## config.mk

```make
export PLATFORM = sky130hd
export DESIGN_NAME = alu_control_seq
export DESIGN_NICKNAME = d
export VERILOG_FILES = /design/src/rtl/alu_ctrl_pkg.sv /design/src/rtl/alu_control_seq_decode.sv /design/src/rtl/alu_control_seq.sv
export SDC_FILE = /design/constraint.sdc
export NUM_CORES = 1
export LEC_CHECK = 0
export BUFFER_PORTS_ARGS = -buffer_cell sky130_fd_sc_hd__buf_4
export CELL_PAD_IN_SITES_DETAIL_PLACEMENT = 1
export CELL_PAD_IN_SITES_GLOBAL_PLACEMENT = 2
export CORE_UTILIZATION = 29
export CTS_CLUSTER_DIAMETER = 150
export DETAILED_ROUTE_END_ITERATION = 10
export PLACE_DENSITY_LB_ADDON = 0.25
export SYNTH_ARGS = -nofsm -noshare
export SYNTH_HDL_FRONTEND = slang
export SYNTH_SLANG_ARGS = --single-unit
```

## constraint.sdc

```tcl
create_clock -name clk -period 2.2 [get_ports clk]
set_clock_uncertainty 0.05 [all_clocks]
set_input_delay 0.33 -clock clk [delete_from_list [all_inputs] [get_ports clk]]
set_output_delay 0.33 -clock clk [all_outputs]
set_load 0.05 [all_outputs]
```

## src/rtl/alu_ctrl_pkg.sv

```systemverilog
// Shared encodings for the MIPS ALU control unit: ALU op codes, ALUOp and
// funct values, mult/div operation codes and the sequencer state enum.
package alu_ctrl_pkg;

  localparam logic [3:0] ALU_NOP  = 4'b0000;
  localparam logic [3:0] ALU_ADDU = 4'b0001;
  localparam logic [3:0] ALU_SUB  = 4'b0010;
  localparam logic [3:0] ALU_SUBU = 4'b0011;
  localparam logic [3:0] ALU_AND  = 4'b0100;
  localparam logic [3:0] ALU_OR   = 4'b0101;
  localparam logic [3:0] ALU_XOR  = 4'b0110;
  localparam logic [3:0] ALU_ADD  = 4'b0111;
  localparam logic [3:0] ALU_SLT  = 4'b1010;
  localparam logic [3:0] ALU_SLTU = 4'b1011;

  typedef enum logic [1:0] {
    ALUOP_LSW    = 2'b00,
    ALUOP_BRANCH = 2'b01,
    ALUOP_RTYPE  = 2'b10,
    ALUOP_RSVD   = 2'b11
  } aluop_t;

  localparam logic [5:0] F_MULT  = 6'b011000;
  localparam logic [5:0] F_MULTU = 6'b011001;
  localparam logic [5:0] F_DIV   = 6'b011010;
  localparam logic [5:0] F_DIVU  = 6'b011011;
  localparam logic [5:0] F_ADD   = 6'b100000;
  localparam logic [5:0] F_ADDU  = 6'b100001;
  localparam logic [5:0] F_SUB   = 6'b100010;
  localparam logic [5:0] F_SUBU  = 6'b100011;
  localparam logic [5:0] F_AND   = 6'b100100;
  localparam logic [5:0] F_OR    = 6'b100101;
  localparam logic [5:0] F_XOR   = 6'b100110;
  localparam logic [5:0] F_SLT   = 6'b101010;
  localparam logic [5:0] F_SLTU  = 6'b101011;

  typedef enum logic [1:0] {
    MD_MULT  = 2'b00,
    MD_MULTU = 2'b01,
    MD_DIV   = 2'b10,
    MD_DIVU  = 2'b11
  } md_op_t;

  typedef enum logic [1:0] {
    ST_IDLE    = 2'b00,
    ST_MD_RUN  = 2'b01,
    ST_MD_DONE = 2'b10
  } state_t;

endpackage

```

## src/rtl/alu_control_seq_decode.sv

```systemverilog
// Combinational ALUOp/funct decode. Every encoding yields a defined result;
// anything unrecognised decodes to NOP with illegal set.
module alu_funct_decode
  import alu_ctrl_pkg::*;
#(
  parameter int FUNCT_W   = 6,
  parameter int ALUFUNC_W = 4
) (
  input  logic [1:0]           alu_op,
  input  logic [FUNCT_W-1:0]   funct,
  output logic [ALUFUNC_W-1:0] alu_func,
  output logic                 illegal,
  output logic                 is_md,
  output logic [1:0]           md_op
);

  always_comb begin
    alu_func = ALUFUNC_W'(ALU_NOP);
    illegal  = 1'b0;
    is_md    = 1'b0;
    md_op    = funct[1:0];
    case (alu_op)
      ALUOP_LSW:    alu_func = ALUFUNC_W'(ALU_ADD);
      ALUOP_BRANCH: alu_func = ALUFUNC_W'(ALU_SUB);
      ALUOP_RTYPE: begin
        case (funct)
          FUNCT_W'(F_ADD):   alu_func = ALUFUNC_W'(ALU_ADD);
          FUNCT_W'(F_ADDU):  alu_func = ALUFUNC_W'(ALU_ADDU);
          FUNCT_W'(F_SUB):   alu_func = ALUFUNC_W'(ALU_SUB);
          FUNCT_W'(F_SUBU):  alu_func = ALUFUNC_W'(ALU_SUBU);
          FUNCT_W'(F_AND):   alu_func = ALUFUNC_W'(ALU_AND);
          FUNCT_W'(F_OR):    alu_func = ALUFUNC_W'(ALU_OR);
          FUNCT_W'(F_XOR):   alu_func = ALUFUNC_W'(ALU_XOR);
          FUNCT_W'(F_SLT):   alu_func = ALUFUNC_W'(ALU_SLT);
          FUNCT_W'(F_SLTU):  alu_func = ALUFUNC_W'(ALU_SLTU);
          FUNCT_W'(F_MULT),
          FUNCT_W'(F_MULTU),
          FUNCT_W'(F_DIV),
          FUNCT_W'(F_DIVU):  is_md = 1'b1;
          default:           illegal = 1'b1;
        endcase
      end
      default: illegal = 1'b1;
    endcase
  end

endmodule

```

## src/rtl/alu_control_seq.sv

```systemverilog
// Registered ALU control with a mult/div sequencer. Handshake: an instruction
// is taken on a rising edge where in_valid & in_ready & !flush; out_valid is a
// one-cycle pulse with no back-pressure.
module alu_control_seq
  import alu_ctrl_pkg::*;
#(
  parameter int FUNCT_W   = 6,
  parameter int ALUFUNC_W = 4,
  parameter int MD_CYCLES = 32
) (
  input  logic                 clk,
  input  logic                 rst_n,
  input  logic                 flush,
  input  logic                 in_valid,
  output logic                 in_ready,
  input  logic [1:0]           alu_op,
  input  logic [FUNCT_W-1:0]   funct,
  output logic                 out_valid,
  output logic [ALUFUNC_W-1:0] alu_func,
  output logic                 illegal,
  output logic                 md_start,
  output logic [1:0]           md_op,
  output logic                 md_busy,
  output logic [1:0]           dbg_state
);

  localparam int CNT_W = $clog2(MD_CYCLES + 1);

  state_t               state_q, state_d;
  logic [CNT_W-1:0]     cnt_q, cnt_d;
  logic                 out_valid_d, md_start_d, illegal_d;
  logic [ALUFUNC_W-1:0] alu_func_d;
  logic [1:0]           md_op_d;

  logic [ALUFUNC_W-1:0] dec_func;
  logic                 dec_illegal, dec_is_md;
  logic [1:0]           dec_md_op;
  logic                 accept;

  alu_funct_decode #(.FUNCT_W(FUNCT_W), .ALUFUNC_W(ALUFUNC_W)) u_decode (
    .alu_op   (alu_op),
    .funct    (funct),
    .alu_func (dec_func),
    .illegal  (dec_illegal),
    .is_md    (dec_is_md),
    .md_op    (dec_md_op)
  );

  assign in_ready  = (state_q == ST_IDLE);
  assign md_busy   = (state_q == ST_MD_RUN);
  assign dbg_state = state_q;
  assign accept    = in_valid & in_ready & ~flush;

  always_comb begin
    state_d     = state_q;
    cnt_d       = cnt_q;
    out_valid_d = 1'b0;
    md_start_d  = 1'b0;
    alu_func_d  = alu_func;
    illegal_d   = illegal;
    md_op_d     = md_op;
    case (state_q)
      ST_IDLE: begin
        if (accept) begin
          if (dec_is_md) begin
            state_d    = ST_MD_RUN;
            cnt_d      = CNT_W'(MD_CYCLES - 1);
            md_start_d = 1'b1;
            md_op_d    = dec_md_op;
          end else begin
            out_valid_d = 1'b1;
            alu_func_d  = dec_func;
            illegal_d   = dec_illegal;
          end
        end
      end
      ST_MD_RUN: begin
        // Counter parks at zero; the done pulse is produced on leaving RUN.
        if (cnt_q == '0) begin
          state_d     = ST_MD_DONE;
          out_valid_d = 1'b1;
          alu_func_d  = ALUFUNC_W'(ALU_NOP);
          illegal_d   = 1'b0;
        end else begin
          cnt_d = cnt_q - CNT_W'(1);
        end
      end
      default: state_d = ST_IDLE;
    endcase
    if (flush) begin
      state_d     = ST_IDLE;
      cnt_d       = '0;
      out_valid_d = 1'b0;
      md_start_d  = 1'b0;
      alu_func_d  = alu_func;
      illegal_d   = illegal;
    end
  end

  always_ff @(posedge clk) begin
    if (!rst_n) begin
      state_q   <= ST_IDLE;
      cnt_q     <= '0;
      out_valid <= 1'b0;
      md_start  <= 1'b0;
      alu_func  <= ALUFUNC_W'(ALU_NOP);
      illegal   <= 1'b0;
      md_op     <= 2'b00;
    end else begin
      state_q   <= state_d;
      cnt_q     <= cnt_d;
      out_valid <= out_valid_d;
      md_start  <= md_start_d;
      alu_func  <= alu_func_d;
      illegal   <= illegal_d;
      md_op     <= md_op_d;
    end
  end

endmodule

```

==> run summary <==
Crit path arrival time = 2120 ps
Ports = 25
Number of detailed-routing iterations run before antenna repair = 7
Flop-to-flop setup slack = 220 ps
Reported leakage power = 0.462 nW
Post-CTS sizing = 0
Final antenna-violating net count = 0
Maximum vdd drop = 0.286 mV
Cell count after synthesis = 102
Post-synthesis net count = 115
Synth Cell Area = 911 um2
Ant diodes = 0
Hold path cells = 4
First DRT Iteration DRCs = 9
Crit path max-delay cell type = a21oi_1
Primary FF master, synth = dfxtp_1
Area added between synthesis and finish = 30.8%
Core area = 0.00288 mm2
Max-cap violations = 0
Floorplan die area = 0.00337 mm2
Status = finished, violations left
Horizontal die dimension = 58.0 um
Count of unique library cells instantiated by Yosys = 38
Largest incremental delay on the critical path = 470 ps
Fraction of layout cells with a size suffix above 1 = 28.0%
Post-synth EDFFs = 0
Required time at the worst-slack endpoint = 2350 ps
Bufs and invs on worst path = 2
Max transition margin = 60.1%
CTS tree = built
Number of vias after detailed routing = 905
Number of endpoints with negative hold slack in the final report = 0
Cell family with the largest share of critical-path delay = compound AO/OA/AOI/OAI gates
Hold crit path type = primary input to flip-flop
Effective utilization at floorplan = 31.7%
TritonCTS Buffers = 3
Number of antenna violations at the first check in global routing = 0
Wirelength per Cell = 14.9 um
First-pass GRT wire length = 4400 um
Part of the cycle the worst path needs = 89.9%
Post-Route Hold Slack = 272 ps
Cell-by-cell trace of the critical path = inv_1 -> ha_1 -> nor3b_1 -> buf_4 -> a21oi_1 -> o21ai_2 -> mux2_4
CP Launch Point = cnt_q[0]$_SDFFE_PP0P_
Pin count of the biggest net entering global routing = 11
Root Buffer Master = clkbuf_4
Clock Sink Count = 17
Height of the die = 58.0 um
Net count reported at finish = 146
Portion of synthesized cell area occupied by the leading cell type = 37.4%
YS warnings = 0
Vias in the first global route = 905
Total routed wirelength = 2590 um
All-Layer GR Usage = 17.2%
Startpoint types = flip-flop
Unrepaired setup endpoints after global routing = no
Highest clock rate = 506 MHz
Clock transition at the register clock pins on the worst setup and hold paths after CTS = 100 ps
Setup total negative slack = 0 ps
Sort of element at the end of the critical path = flip-flop
Time the worst path needs with I/O delays and setup = 1980 ps
Slew @ Worst Pin = 598 ps
CP Capture Point = cnt_q[5]$_SDFFE_PP0P_
RePlAce Congestion = 0.707
Violated checks = DRC
Fraction of the yosys area taken by sequential cells = 37.4%
Dominant cells by area after synthesis = dfxtp_1 (37%), a21oi_1 (4.4%), nor3_1 (4.4%)
Average instance area after synthesis = 8.93 um2
Post-layout utilization of the core = 41.4%
Worst flop-to-flop path endpoint = cnt_q[5]$_SDFFE_PP0P_
Fill cell total of the finished layout = 358
Count of unresolved DRC violations after routing = 3
Leftover overflow at the end of global routing = 0
Cell type with the highest aggregate area in the netlist = dfxtp_1
Worst r2r src = cnt_q[0]$_SDFFE_PP0P_
Number of register bits inferred by synthesis = 17
PortBufs = 24
Proportion of register bits with asynchronous set or reset after synthesis = 0%
Number of buffers inserted by hold repair at cts = 0
Total power per unit cell area = 484 mW/mm2
Post-CTS Setup Bufs = 0
Final setup viols = 0
Stages on worst setup path = 7
Cell count of the worst reg-to-reg path = 7
Buffer depth of the longest clock path = 2
Largest fanout on the critical path = 8
Detailed-route vias per instance = 5.20
Final Max Tran Viols = 0
Site row count = 19
Clock latency at the later pin of the worst-skew pair = 290 ps
Number of H-tree levels = 1
Category of the critical setup timing path = flip-flop to flip-flop
Post-DP HPWL = 2000 um
==> logic make-up after synthesis <==
family	share of synthesized area [%]
and+or+nand+nor	29.7
AOI/OAI and AO/OA	23.4
DFF	37.4
buffers and inverters	3.30
muxes	4.94
adders and majority gates	1.37
==> sequential cells by signal, indices dropped and copies added, names as in the netlist <==
register and flops:
md_start 1, cnt_q 6, alu_func 4, dbg_state 2, md_op 2, illegal 1
out_valid 1
==> power by group <==
part           total, mW  internal, mW  switching, mW  leakage, nW
logic             0.0942        0.0387         0.0555        0.306
registers          0.314         0.312        0.00228        0.138
clock network      0.168        0.0677          0.100       0.0177
==> tightest hold or removal path: stages <==
cell and delay, ps:
buf_4 100, nor2_1 50, o31ai_1 60, a21oi_1 40
==> final cells by class <==
class,count,area [um2],share of cell area [%]
clock buffer,3,22.5,1.89
multi-input combinational,77,541,45.4
timing repair buffer,27,203,17.0
inverter,7,26.3,2.21
tap,42,52.6,4.41
clock inverter,1,5.00,0.420
sequential,17,342,28.7
==> metrics by stage <==
stage | worst slack, ps | power [mW] | cells | instance area [um2]
after floorplan | 83.6 | 0.372 | 102 | 912
after global placement | 298 | 0.413 | 170 | 1160
after detailed placement | 237 | 0.415 | 170 | 1160
after CTS | 207 | 0.587 | 174 | 1190
after global routing | 56.4 | 0.614 | 174 | 1190
final | 223 | 0.576 | 174 | 1190
==> worst min path at each step <==
stage,from,to,slack (ps)
2_1_floorplan,cnt_q[3]$_SDFFE_PP0P_,cnt_q[3]$_SDFFE_PP0P_,410
3_3_place_gp,alu_func[3]$_SDFFE_PN0P_,alu_func[3]$_SDFFE_PN0P_,400
3_5_place_dp,alu_func[3]$_SDFFE_PN0P_,alu_func[3]$_SDFFE_PN0P_,410
4_1_cts,funct[0],md_op[0]$_SDFFE_PN0P_,260
5_1_grt,funct[0],md_op[0]$_SDFFE_PN0P_,260
6_report,flush,cnt_q[3]$_SDFFE_PP0P_,270
==> layout by cell type, fill, tap and decap left out, types with 3 or more instances in the layout <==
cell type / count
a211oi_1: 3
nor4bb_1: 3
nor2_1: 7
nor3b_1: 3
nor3_1: 8
mux2i_1: 3
inv_1: 6
buf_4: 27
nand2b_1: 4
dfxtp_1: 16
clkbuf_4: 3
a21oi_1: 8
nand3_1: 3
==> synth_stat cells (all sizes together) (2+ instances only) <==
| library cell | count |
|---|---|
| a21oi | 8 |
| a211oi | 3 |
| a32o | 2 |
| nor3b | 3 |
| o21ai | 3 |
| nand2 | 2 |
| nor4bb | 3 |
| nor3 | 9 |
| inv | 6 |
| o21a | 2 |
| nand3 | 3 |
| o31a | 2 |
| nor2 | 7 |
| o22a | 2 |
| dfxtp | 17 |
| o31ai | 2 |
| nand4 | 2 |
| nor2b | 2 |
| nand2b | 4 |
| a31oi | 2 |
| mux2i | 3 |
==> per-layer routing <==
layer | vias to the layer above | track usage [%] | part of all wire, %
met2 | 21 | 26.4 | 45
met4 | 0 | 4.08 | 0.73
li1 | 454 | - | -
met1 | 428 | 24.0 | 49
met3 | 2 | 4.69 | 4.4
met5 | - | 0 | 0
No activity file was read; power rests on OpenSTA's default activity.
